===== config.mk =====
export PLATFORM = sky130hd
export DESIGN_NAME = sdram_master_arbiter
export DESIGN_NICKNAME = d
export VERILOG_FILES = /design/src/rtl/dnn_mem_pkg.sv /design/src/rtl/owner_fifo.sv /design/src/rtl/sdram_master_arbiter.sv
export SDC_FILE = /design/constraint.sdc
export NUM_CORES = 1
export LEC_CHECK = 0
export ABC_AREA = 1
export BUFFER_PORTS_ARGS = -buffer_cell sky130_fd_sc_hd__buf_2
export CAP_MARGIN = 0
export CORE_AREA = 3 3 105 107
export DETAILED_ROUTE_END_ITERATION = 7
export DIE_AREA = 0 0 108 110
export PLACE_DENSITY = 0.61
export SYNTH_ARGS = -nofsm -noshare
export SYNTH_HDL_FRONTEND = slang
export SYNTH_SLANG_ARGS = --single-unit
export TNS_END_PERCENT = 1

===== constraint.sdc =====
create_clock -name clk -period 2.45 [get_ports clk]
set_clock_uncertainty 0.1 [all_clocks]
set_input_delay 0.3675 -clock clk [delete_from_list [all_inputs] [get_ports clk]]
set_output_delay 0.3675 -clock clk [all_outputs]
set_load 0.01 [all_outputs]

===== src/rtl/dnn_mem_pkg.sv =====
// Shared memory-system types for the DNN accelerator: arbiter states and bus widths.
package dnn_mem_pkg;

  typedef enum logic {
    ARB_IDLE,
    ARB_OWNED
  } arb_state_t;

  localparam int ADDR_W = 32;
  localparam int DATA_W = 32;

endpackage


===== src/rtl/owner_fifo.sv =====
// Synchronous FIFO recording which requester owns each outstanding read.
module owner_fifo #(
  parameter int DEPTH = 4,
  parameter int WIDTH = 1
) (
  input  logic                     clk,
  input  logic                     rst_n,
  input  logic                     push,
  input  logic                     pop,
  input  logic [WIDTH-1:0]         din,
  output logic [WIDTH-1:0]         dout,
  output logic                     full,
  output logic                     empty,
  output logic [$clog2(DEPTH):0]   count
);

  localparam int PTR_W = $clog2(DEPTH);
  localparam int CNT_W = $clog2(DEPTH) + 1;

  logic [WIDTH-1:0] mem [DEPTH];
  logic [PTR_W-1:0] wr_ptr;
  logic [PTR_W-1:0] rd_ptr;
  logic             do_push;
  logic             do_pop;

  assign full    = (count == CNT_W'(DEPTH));
  assign empty   = (count == '0);
  assign dout    = mem[rd_ptr];
  assign do_pop  = pop & ~empty;
  // A push at full is accepted when the same cycle frees a slot.
  assign do_push = push & (~full | do_pop);

  always_ff @(posedge clk) begin
    if (!rst_n) begin
      wr_ptr <= '0;
      rd_ptr <= '0;
      count  <= '0;
    end else begin
      if (do_push) wr_ptr <= wr_ptr + 1'b1;
      if (do_pop)  rd_ptr <= rd_ptr + 1'b1;
      count <= count + CNT_W'(do_push) - CNT_W'(do_pop);
    end
  end

  always_ff @(posedge clk) begin
    if (do_push) mem[wr_ptr] <= din;
  end

endmodule


===== src/rtl/sdram_master_arbiter.sv =====
// Round-robin arbiter sharing one Avalon-MM SDRAM port; routes read returns via an owner FIFO.
module sdram_master_arbiter
  import dnn_mem_pkg::*;
#(
  parameter int NUM_MASTERS = 2,
  parameter int MAX_PENDING = 4
) (
  input  logic                               clk,
  input  logic                               rst_n,
  input  logic [NUM_MASTERS-1:0][ADDR_W-1:0] m_address,
  input  logic [NUM_MASTERS-1:0]             m_read,
  input  logic [NUM_MASTERS-1:0]             m_write,
  input  logic [NUM_MASTERS-1:0][DATA_W-1:0] m_writedata,
  output logic [NUM_MASTERS-1:0]             m_waitrequest,
  output logic [DATA_W-1:0]                  m_readdata,
  output logic [NUM_MASTERS-1:0]             m_readdatavalid,
  input  logic                               sdram_waitrequest,
  output logic [ADDR_W-1:0]                  sdram_address,
  output logic                               sdram_read,
  output logic                               sdram_write,
  output logic [DATA_W-1:0]                  sdram_writedata,
  input  logic [DATA_W-1:0]                  sdram_readdata,
  input  logic                               sdram_readdatavalid,
  output logic                               err_orphan
);

  localparam int GW    = $clog2(NUM_MASTERS);
  localparam int CNT_W = $clog2(MAX_PENDING) + 1;

  arb_state_t       state;
  logic [GW-1:0]    grant;
  logic [GW-1:0]    last_grant;
  logic [NUM_MASTERS-1:0] req;
  logic             owned;
  logic             g_write;
  logic             g_read;
  logic             read_blocked;
  logic             accept;
  logic             fifo_push;
  logic             fifo_pop;
  logic             fifo_full;
  logic             fifo_empty;
  logic [GW-1:0]    fifo_head;
  logic [CNT_W-1:0] fifo_count;

  // First requester after 'last' in circular order; descending scan lets the nearest win.
  function automatic logic [GW-1:0] rr_pick(input logic [GW-1:0] last,
                                            input logic [NUM_MASTERS-1:0] r);
    int idx;
    rr_pick = last;
    for (int off = NUM_MASTERS; off >= 1; off--) begin
      idx = (int'(last) + off) % NUM_MASTERS;
      if (r[idx]) rr_pick = GW'(idx);
    end
  endfunction

  assign req          = m_read | m_write;
  assign owned        = (state == ARB_OWNED);
  assign g_write      = m_write[grant];
  assign g_read       = m_read[grant] & ~g_write;
  assign read_blocked = owned & g_read & fifo_full;
  assign accept       = owned & (g_write | (g_read & ~fifo_full)) & ~sdram_waitrequest;
  assign fifo_push    = accept & g_read;
  assign fifo_pop     = sdram_readdatavalid & ~fifo_empty;

  always_comb begin
    m_waitrequest   = '1;
    sdram_address   = '0;
    sdram_writedata = '0;
    sdram_read      = 1'b0;
    sdram_write     = 1'b0;
    if (owned) begin
      sdram_address        = m_address[grant];
      sdram_writedata      = m_writedata[grant];
      sdram_write          = g_write;
      sdram_read           = g_read & ~fifo_full;
      m_waitrequest[grant] = sdram_waitrequest | read_blocked;
    end
  end

  assign m_readdata      = sdram_readdata;
  assign m_readdatavalid = fifo_pop ? (NUM_MASTERS'(1) << fifo_head) : '0;

  always_ff @(posedge clk) begin
    if (!rst_n) begin
      state      <= ARB_IDLE;
      grant      <= '0;
      last_grant <= GW'(NUM_MASTERS - 1);
      err_orphan <= 1'b0;
    end else begin
      if (sdram_readdatavalid && fifo_count == '0) err_orphan <= 1'b1;
      case (state)
        ARB_IDLE: begin
          if (|req) begin
            grant <= rr_pick(last_grant, req);
            state <= ARB_OWNED;
          end
        end
        ARB_OWNED: begin
          if (accept) begin
            last_grant <= grant;
            state      <= ARB_IDLE;
          end else if (!(g_write || g_read)) begin
            state <= ARB_IDLE;
          end
        end
        default: state <= ARB_IDLE;
      endcase
    end
  end

  owner_fifo #(
    .DEPTH(MAX_PENDING),
    .WIDTH(GW)
  ) u_owner_fifo (
    .clk   (clk),
    .rst_n (rst_n),
    .push  (fifo_push),
    .pop   (fifo_pop),
    .din   (grant),
    .dout  (fifo_head),
    .full  (fifo_full),
    .empty (fifo_empty),
    .count (fifo_count)
  );

endmodule


---- After elaboration in Yosys (flattened, before gate mapping) ----
Memories as Yosys holds them, arrays and structs flattened. A register that Yosys moved wholly into a read port is not among the register bits.
Index checks and enable logic that the tools add are counted.
storage, ports and cells
  register bits ........................... 11
  latch bits .............................. 0
  memory bits (writable) .................. 4
  memory bits (read-only) ................. 0
  input bits .............................. 168
  output and inout port bits .............. 103
  logic and storage cells ................. 82
  memories kept ........................... 1
memories
  memory            words  bits a word  read ports  clocked after memory_dff  wr ports  line              text
  u_owner_fifo.mem  4      1            1           1                         1         owner_fifo.sv:20  logic [WIDTH-1:0] mem [DEPTH];
cells by class
  add/subtract/negate cells ............... 6
  multiply operators ...................... 0
  divide/modulo/power cells ............... 0
  magnitude comparators ................... 4
  equality and inequality tests ........... 1
  shift-type cells ........................ 1
  multiplexer cells ....................... 32
  bitwise operators ....................... 23
  reductions and logical operators ........ 7
operators by type and width
  cell                                                      number
  two-way mux 32 bit                                        6
  two-way mux 1 bit                                         20
  AND 1 bit                                                 10
  two-way mux 2 bit                                         4
  < comparator 2 x 3 -> 1 bit, second input constant        2
  inverter 1 bit                                            5
  adder 2 x 1 -> 2 bit, second input constant               2
  OR 2 bit                                                  2
  AND reduction 2 bit                                       2
  adder 3 x 1 -> 3 bit                                      1
  == test 3 bit, second input constant                      1
  logical NOT 3 bit                                         1
  OR 1 bit                                                  3
  subtractor 3 x 1 -> 3 bit                                 1
  adder 1 bit, second input constant                        2
  AND 1 bit, first input constant                           2
  logical AND 1 bit                                         2
  < comparator 1 x 2 -> 1 bit, second input constant        1
  inverter 2 bit                                            1
  case mux 1 bit (2 select lines)                           1
  OR reduction 2 bit                                        1
  << shifter 1 x 1 -> 2 bit, first input constant           1
  demux 1 bit (select 1 bit)                                1
  greater-or-equal comparator 1 bit, second input constant  1
  logical OR 1 bit                                          1

---- Logic depth before layout (Yosys ltp) ----
Gate-level depths: netlist of run 1.
  word-level depth ........................ 12
  gate-level depth with buffers ........... 12
  gate-level depth less buffers ........... 11

---- By module ----
Synthesis of run 1 repeated with hierarchy kept, for this count alone.
unflattened totals
  cell total of the unflattened synthesis .. 246
  area total of the unflattened synthesis .. 1,910.6 µm²
by module, submodules not included
  module                instances  cells an instance  area each (µm²)  seq. area each (µm²)
  sdram_master_arbiter  1          164                1,241.2          80.1
  owner_fifo            1          82                 669.4            300.3

---- Worst setup path before layout of run 1 ----
OpenSTA, ideal clock, no wires.
  path kind ............................... register to register
  start point ............................. reg u_owner_fifo.count[1]
  end point ............................... reg u_owner_fifo.count[2]
  library setup time ...................... 0.119 ns
  data arrival time ....................... 1.798 ns
  required time ........................... 2.231 ns
  path slack .............................. 0.433 ns
  stages on the path, launching flop included .. 10
  path buffers ............................ 0
  period minus slack after synthesis ...... 2.017 ns
  cells stage by stage .................... dfxtp_1 > nor2_1 > a21oi_1 > ha_1 > inv_1 > ha_1 > inv_1 > fa_1 > o21ai_0 > a21oi_1
between the ends
  elaborated cells on any way between the ends .. 15
  classes of those cells .................. 2 x add/sub; 1 x eq/ne; 11 x bitwise; 1 x reduce/logical
RTL lines
  element                        line                                          text
  from (decl)                    owner_fifo.sv:14                              output logic [$clog2(DEPTH):0] count
  from (signal assigned)         owner_fifo.sv:41                              count <= count + CNT_W'(do_push) - CNT_W'(do_pop);
  logical NOT 3 bit (*)          owner_fifo.sv:27                              assign empty = (count == '0);
  inverter 1 bit (*)             owner_fifo.sv:29, sdram_master_arbiter.sv:64
  AND 1 bit                      sdram_master_arbiter.sv:64                    assign fifo_pop = sdram_readdatavalid & ~fifo_empty;
  AND 1 bit (*)                  owner_fifo.sv:29                              assign do_pop = pop & ~empty;
  named net u_owner_fifo.do_pop  owner_fifo.sv:24                              logic do_pop;
  OR 1 bit                       owner_fifo.sv:31                              assign do_push = push & (~full | do_pop);
  AND 1 bit                      owner_fifo.sv:31
  adder 3 x 1 -> 3 bit           owner_fifo.sv:41
  subtractor 3 x 1 -> 3 bit (*)  owner_fifo.sv:41
The timed path passes the listed nets; every way through them passes the cells marked *.
A chain may end at the register's enable or synchronous reset.

---- Final worst setup path of run 1 ----
  start point ............................. reg state, in the netlist owned
  end point ............................... out sdram_address[19]
between the ends
  longest elaborated chain between the ends .. 1
ends and longest elaborated chain
  element                 line                         text
  from (decl)             sdram_master_arbiter.sv:30   arb_state_t state;
  from (signal assigned)  sdram_master_arbiter.sv:86   state <= ARB_IDLE;
  from (signal assigned)  sdram_master_arbiter.sv:96   state <= ARB_OWNED;
  from (signal assigned)  sdram_master_arbiter.sv:102  state <= ARB_IDLE;
  two-way mux 32 bit      sdram_master_arbiter.sv:72   if (owned) begin
  to (decl)               sdram_master_arbiter.sv:18   output logic [ADDR_W-1:0] sdram_address,
Every way passes these cells.

==> results of run 1 <==
==> kinds of logic (layout without fill, tap and decap cells) <==
group	after synthesis	after routing	synth area share (%)
compound gates	83	83	36.3
simple gates	53	53	13.1
buf+inv	79	246	25.4
flops	17	17	20.1
fa+ha+maj	7	7	5.04
==> worst register-to-register path: stages (launching register included) <==
cell and delay, ns:
dfxtp_2 0.43, nand2_1 0.12, o21ai_4 0.11, inv_2 0.08
o21ai_4 0.08, nand4_4 0.15, inv_1 0.10, ha_1 0.14
inv_1 0.05, fa_1 0.40, o21ai_0 0.20, a21oi_1 0.05
==> synthesized netlist by cell type (2+ instances only) <==
master and instances:
a21oi_1 9, nor2_1 16, nand3_1 4, nand2_1 26, buf_2 7, inv_2 2
o21ai_4 2, edfxtp_1 4, dfxtp_1 13, buf_6 6, inv_1 28, a22o_1 64
buf_4 34, ha_1 6, o21ai_0 5
==> per-layer routing <==
| layer | vias to the layer above | wire [um] | global-route usage (%) |
|---|---|---|---|
| met5 | - | 13 | 0 |
| met4 | 2 | 23 | 1.89 |
| met3 | 4 | 806 | 3.09 |
| met2 | 129 | 4490 | 24.5 |
| met1 | 1110 | 3840 | 17.6 |
| li1 | 1142 | - | - |
==> metrics by stage <==
stage	util (%)	std cells	hold slack [ns]	instance area [um2]
2_1_floorplan	-	239	0.336	1890
3_3_place_gp	27.3	538	0.339	2800
3_5_place_dp	27.3	538	0.351	2800
4_1_cts	27.8	542	0.295	2840
5_1_grt	27.8	542	0.315	2840
6_report	27.8	542	0.298	2840
==> how the worst min path moves through the flow <==
stage | start | to | slack, ns | depth (start not counted)
after floorplan | u_owner_fifo.rd_ptr[1]$_SDFFE_PN0P_ | flop | 0.34 | 2
after global placement | err_orphan$_SDFFE_PN0P_ | err_orphan$_SDFFE_PN0P_ | 0.34 | 2
after detailed placement | err_orphan$_SDFFE_PN0P_ | err_orphan$_SDFFE_PN0P_ | 0.35 | 2
after CTS | sdram_readdatavalid | err_orphan$_SDFFE_PN0P_ | 0.29 | 3
after global routing | sdram_readdatavalid | err_orphan$_SDFFE_PN0P_ | 0.32 | 3
final | sdram_readdatavalid | err_orphan$_SDFFE_PN0P_ | 0.30 | 3
==> power groups by stage <==
stage	logic [W]	clock network, W	registers [W]
finish	0.000836	0.000212	0.000390
floorplan	0.000542	0	0.000386
detailed placement	0.000842	0	0.000395
global placement	0.000817	0	0.000393
CTS	0.000850	0.000218	0.000390
global route	0.000937	0.000227	0.000397
==> cell type report <==
cell class,count,area (um2)
Sequential cell,17,382
Tap cell,136,170
Multi-Input combinational cell,143,1030
Clock inverter,1,5.00
Fill cell,1134,7390
Inverter,31,119
Clock buffer,3,41.3
Timing Repair Buffer,211,1090
==> flow_summary.json, run 1 <==
{
  "design.core.area_um2": 10200,
  "drive_gt1_share_pct": 55.9,
  "async_flop_share_pct": 0,
  "dp_hpwl_mm": 8.02,
  "r2r_end": "u_owner_fifo.count[2]$_SDFF_PN0_",
  "power.leakage_nw": 1.67,
  "p_clk_share_pct": 14.8,
  "crit_start": "owned$_SDFF_PN0_",
  "relSlewSlack_pct": 79.7,
  "start_util_pct": 18.5,
  "final-hold-violation-count": 0,
  "endpoint": "sdram_address[19]",
  "wl_per_cell_um": 16.9,
  "avgSynthCellArea_um2": 7.90,
  "crit_fanout": 65,
  "synth_cell_types": 28,
  "ant_nets": 0,
  "critPathArrivalTime_ns": 1.67,
  "via_count": 2387,
  "drc": 0,
  "dr.pass1.iters": 4,
  "clockBufferDepth": 2,
  "p_total_w": 0.00144,
  "peakVddDrop_mv": 0.501,
  "port_buffers": 206,
  "hold_path_class": "primary input to flop",
  "cp_num_buf_inv": 3,
  "grtUsageTotal_pct": 13.8,
  "fin_setup_tns_ns": 0,
  "fmax_mhz": 469,
  "die_area_um2": 11900,
  "power_switching_w": 0.000610,
  "clock_latency_ns": 0.25,
  "max_cap_viol_count": 0,
  "outcome": "finished clean",
  "cts_inserted_buffers": 3,
  "end_kind": "output port",
  "synth_top_cell_by_area": "a22o_1",
  "drtIter0Drc": 198,
  "grt_overflow": 0,
  "synth_edf_count": 4,
  "final_cell_mix": "buf_2 (206), a22o_1 (64), inv_1 (27)",
  "grt_antenna_before_repair": 1,
  "combPwrFrac_pct": 58.2,
  "ys_warn_count": 0,
  "synth_ff_type": "dfxtp_1",
  "synthCells": 239,
  "htreeDepth": 1,
  "cts-resized-gates": 0,
  "setup_violations": 0,
  "avgViaCountPerCell": 4.40,
  "worst_slack_ns": 0.317,
  "area.growth.synth_to_final_pct": 50.6,
  "num_io_pins": 271,
  "gp_congestion": 0.898,
  "r2r_slack_ns": 0.36,
  "hold_buffers": 0,
  "path_cells": "inv_2 > nor2_4 > buf_12 > a22o_1 > buf_2",
  "r2r_start": "grant$_SDFFE_PN0P_",
  "final_common_cell": "buf_2",
  "pre_cts_ws_ns": 0.264,
  "grt_pass1_wl_mm": 12.4,
  "switching_share_pct": 42.4,
  "crit_family": "buffers and inverters",
  "n_antenna_cell": 0,
  "ys_seq_area_share_pct": 20.1,
  "dieHeight_um": 110,
  "rsz0062_at_grt": "false",
  "fp-row-count": 37,
  "worst_pin_slew_ns": 0.304,
  "fin_crit_sh_pct": 87.1,
  "num-nets-final": 582,
  "cts_tree": "built",
  "reg2reg_depth": 11,
  "clock-sinks": 17,
  "synthTopCellsByArea": "a22o_1 (30%), dfxtp_1 (14%), buf_4 (14%)",
  "cts_root_buf": "clkbuf_8",
  "totalWireLength_mm": 9.17,
  "cp.depth": 5,
  "netlist_area_um2": 1890,
  "worstPathRequired_ns": 1.98,
  "dieWidth_um": 108,
  "postCtsSetupRepairBufs": 0,
  "syn_nets": 414,
  "power_density_nw_per_um2": 506,
  "slowest_stage": "dfxtp_1",
  "maxSlewViolCount": 0,
  "netlist.area_leader.share_pct": 29.7,
  "worstSetupPathType": "flop to output port",
  "first_global_vias": 2221,
  "critPathMaxStageDelay_ns": 0.50,
  "intPower_w": 0.000828,
  "period_minus_slack_ns": 2.13,
  "worstSetupStartpointType": "flop",
  "cts.reportedPaths.clkPinSlew_ns": 0.07,
  "seqPwrFrac_pct": 27.1,
  "grt_max_degree": 66,
  "ys_seq_elements": 17
}
No activity file was read; power rests on OpenSTA's default activity.
==> inputs of run 2 (changes only) <==
Settings changed: CORE_AREA 3 3 105 107 to 3 3 103 105, CTS_BUF_LIST set to sky130_fd_sc_hd__clkbuf_4 sky130_fd_sc_hd__clkbuf_8, DIE_AREA 0 0 108 110 to 0 0 106 108, PLACE_DENSITY 0.61 to 0.62.
==> flow_summary.json, run 2 (synthesis gave the netlist of run 1 again) <==
{
  "outcome": "finished clean",
  "slowest_stage": "dfxtp_1",
  "peakVddDrop_mv": 0.403,
  "fin_crit_sh_pct": 89.6,
  "clockBufferDepth": 2,
  "fmax_mhz": 455,
  "dieWidth_um": 106,
  "first_global_vias": 2183,
  "worst_pin_slew_ns": 0.327,
  "clock_latency_ns": 0.25,
  "grt_overflow": 0,
  "fin_area_um2": 2840,
  "dieHeight_um": 108,
  "fp-row-count": 36,
  "via_count": 2350,
  "cts_root_buf": "clkbuf_8",
  "final_cell_mix": "buf_2 (206), a22o_1 (64), inv_1 (27)",
  "design.core.area_um2": 9730,
  "worstSetupStartpointType": "flop",
  "pre_cts_ws_ns": 0.264,
  "drive_gt1_share_pct": 55.7,
  "clock-sinks": 17,
  "placed_area_um2": 2790,
  "grt_pass1_wl_mm": 11.7,
  "path_cells": "buf_4 > o21ai_4 > inv_2 > o21ai_4 > nand4_4 > inv_1 > ha_1 > inv_1 > fa_1 > o21ai_0 > a21oi_1",
  "final_common_cell": "buf_2",
  "drtIter0Drc": 149,
  "avgViaCountPerCell": 4.35,
  "power_density_nw_per_um2": 500,
  "drc": 0,
  "routed-wl-met3_um": 785,
  "cts-resized-gates": 0,
  "setup_violations": 0,
  "cts.reportedPaths.clkPinSlew_ns": 0.07,
  "port_buffers": 206,
  "num_io_pins": 271,
  "worst_slack_ns": 0.254,
  "htreeDepth": 1,
  "cts_tree": "built",
  "rsz0062_at_grt": "false",
  "crit_family": "compound AO/OA/AOI/OAI gates",
  "max_cap_viol_count": 0,
  "maxSlewViolCount": 0,
  "dp_hpwl_mm": 7.13,
  "fin_setup_tns_ns": 0,
  "totalWireLength_mm": 8.37,
  "worstPathRequired_ns": 2.49,
  "grtUsageTotal_pct": 13.1,
  "start_util_pct": 19.4,
  "met1_length_mm": 3.44,
  "cp_num_buf_inv": 4,
  "dr.pass1.iters": 4,
  "end_kind": "flop",
  "wl_met2_mm": 4.01,
  "crit_fanout": 8,
  "relSlewSlack_pct": 78.1,
  "ant_nets": 0,
  "hold_buffers": 0,
  "final-hold-violation-count": 0,
  "hold_path_class": "primary input to flop",
  "wl_per_cell_um": 15.5,
  "cts_inserted_buffers": 3,
  "num-nets-final": 582,
  "die_area_um2": 11400,
  "finish.utilization_pct": 29.2,
  "grt_max_degree": 58,
  "power.leakage_nw": 1.67,
  "period_minus_slack_ns": 2.20,
  "worstSetupPathType": "flop to flop",
  "critPathMaxStageDelay_ns": 0.37,
  "critPathArrivalTime_ns": 2.24,
  "gp_congestion": 0.879,
  "grt_antenna_before_repair": 2,
  "area.growth.synth_to_final_pct": 50.6,
  "postCtsSetupRepairBufs": 0,
  "top_layer": "met5"
}
## run 2: changes by cell type in the layout (fill, tap and decap cells not counted), sizes merged
cell	change
clkbuf	+1
diode	+1
clkinv	-1
## run 2: final timing paths
| kind | from | to | slack, ns | depth (start not counted) |
|---|---|---|---|---|
| setup / recovery | grant$_SDFFE_PN0P_ | u_owner_fifo.count[2]$_SDFF_PN0_ | 0.25 | 11 |
| setup reg to reg | grant$_SDFFE_PN0P_ | u_owner_fifo.count[2]$_SDFF_PN0_ | 0.25 | 11 |
| hold reg to reg | err_orphan$_SDFFE_PN0P_ | err_orphan$_SDFFE_PN0P_ | 0.35 | 2 |
| hold / removal | sdram_readdatavalid | err_orphan$_SDFFE_PN0P_ | 0.29 | 3 |
## run 2: metal layers
metal / global-route usage [%] / vias to the layer above
met5: 0 / -
met2: 22.4 / 123
met4: 2.96 / 4
li1: - / 1146
met3: 4.30 / 13
met1: 16.0 / 1064
## run 2: worst reg2reg max path, delay by kind of cell, from the launching register on
kind | cells | cell delay (ns)
adder cells (fa/ha/maj) | 2 | 0.51
AND/OR/NAND/NOR | 1 | 0.15
flip-flops | 1 | 0.37
buffers and inverters | 4 | 0.42
AO/OA/AOI/OAI | 4 | 0.53
## run 2: power breakdown
group          internal [W]  switching (W)
clock network      0.000126      0.0000915
logic              0.000370       0.000446
registers          0.000342      0.0000456
## run 2: final cells by class
cell class	count	area [um2]
timing repair buffer	211	1090
inverter	31	119
multi-input combinational	143	1030
fill	1057	6890
tap	133	166
antenna	1	2.50
sequential	17	380
clock buffer	4	48.8
## run 2: per-stage QoR
| stage | hold WS, ns | cells | power, W |
|---|---|---|---|
| floorplan | 0.336 | 239 | 0.000928 |
| global placement | 0.341 | 535 | 0.00120 |
| detailed placement | 0.342 | 535 | 0.00121 |
| CTS | 0.288 | 539 | 0.00144 |
| global route | 0.319 | 539 | 0.00154 |
| finish | 0.293 | 540 | 0.00142 |
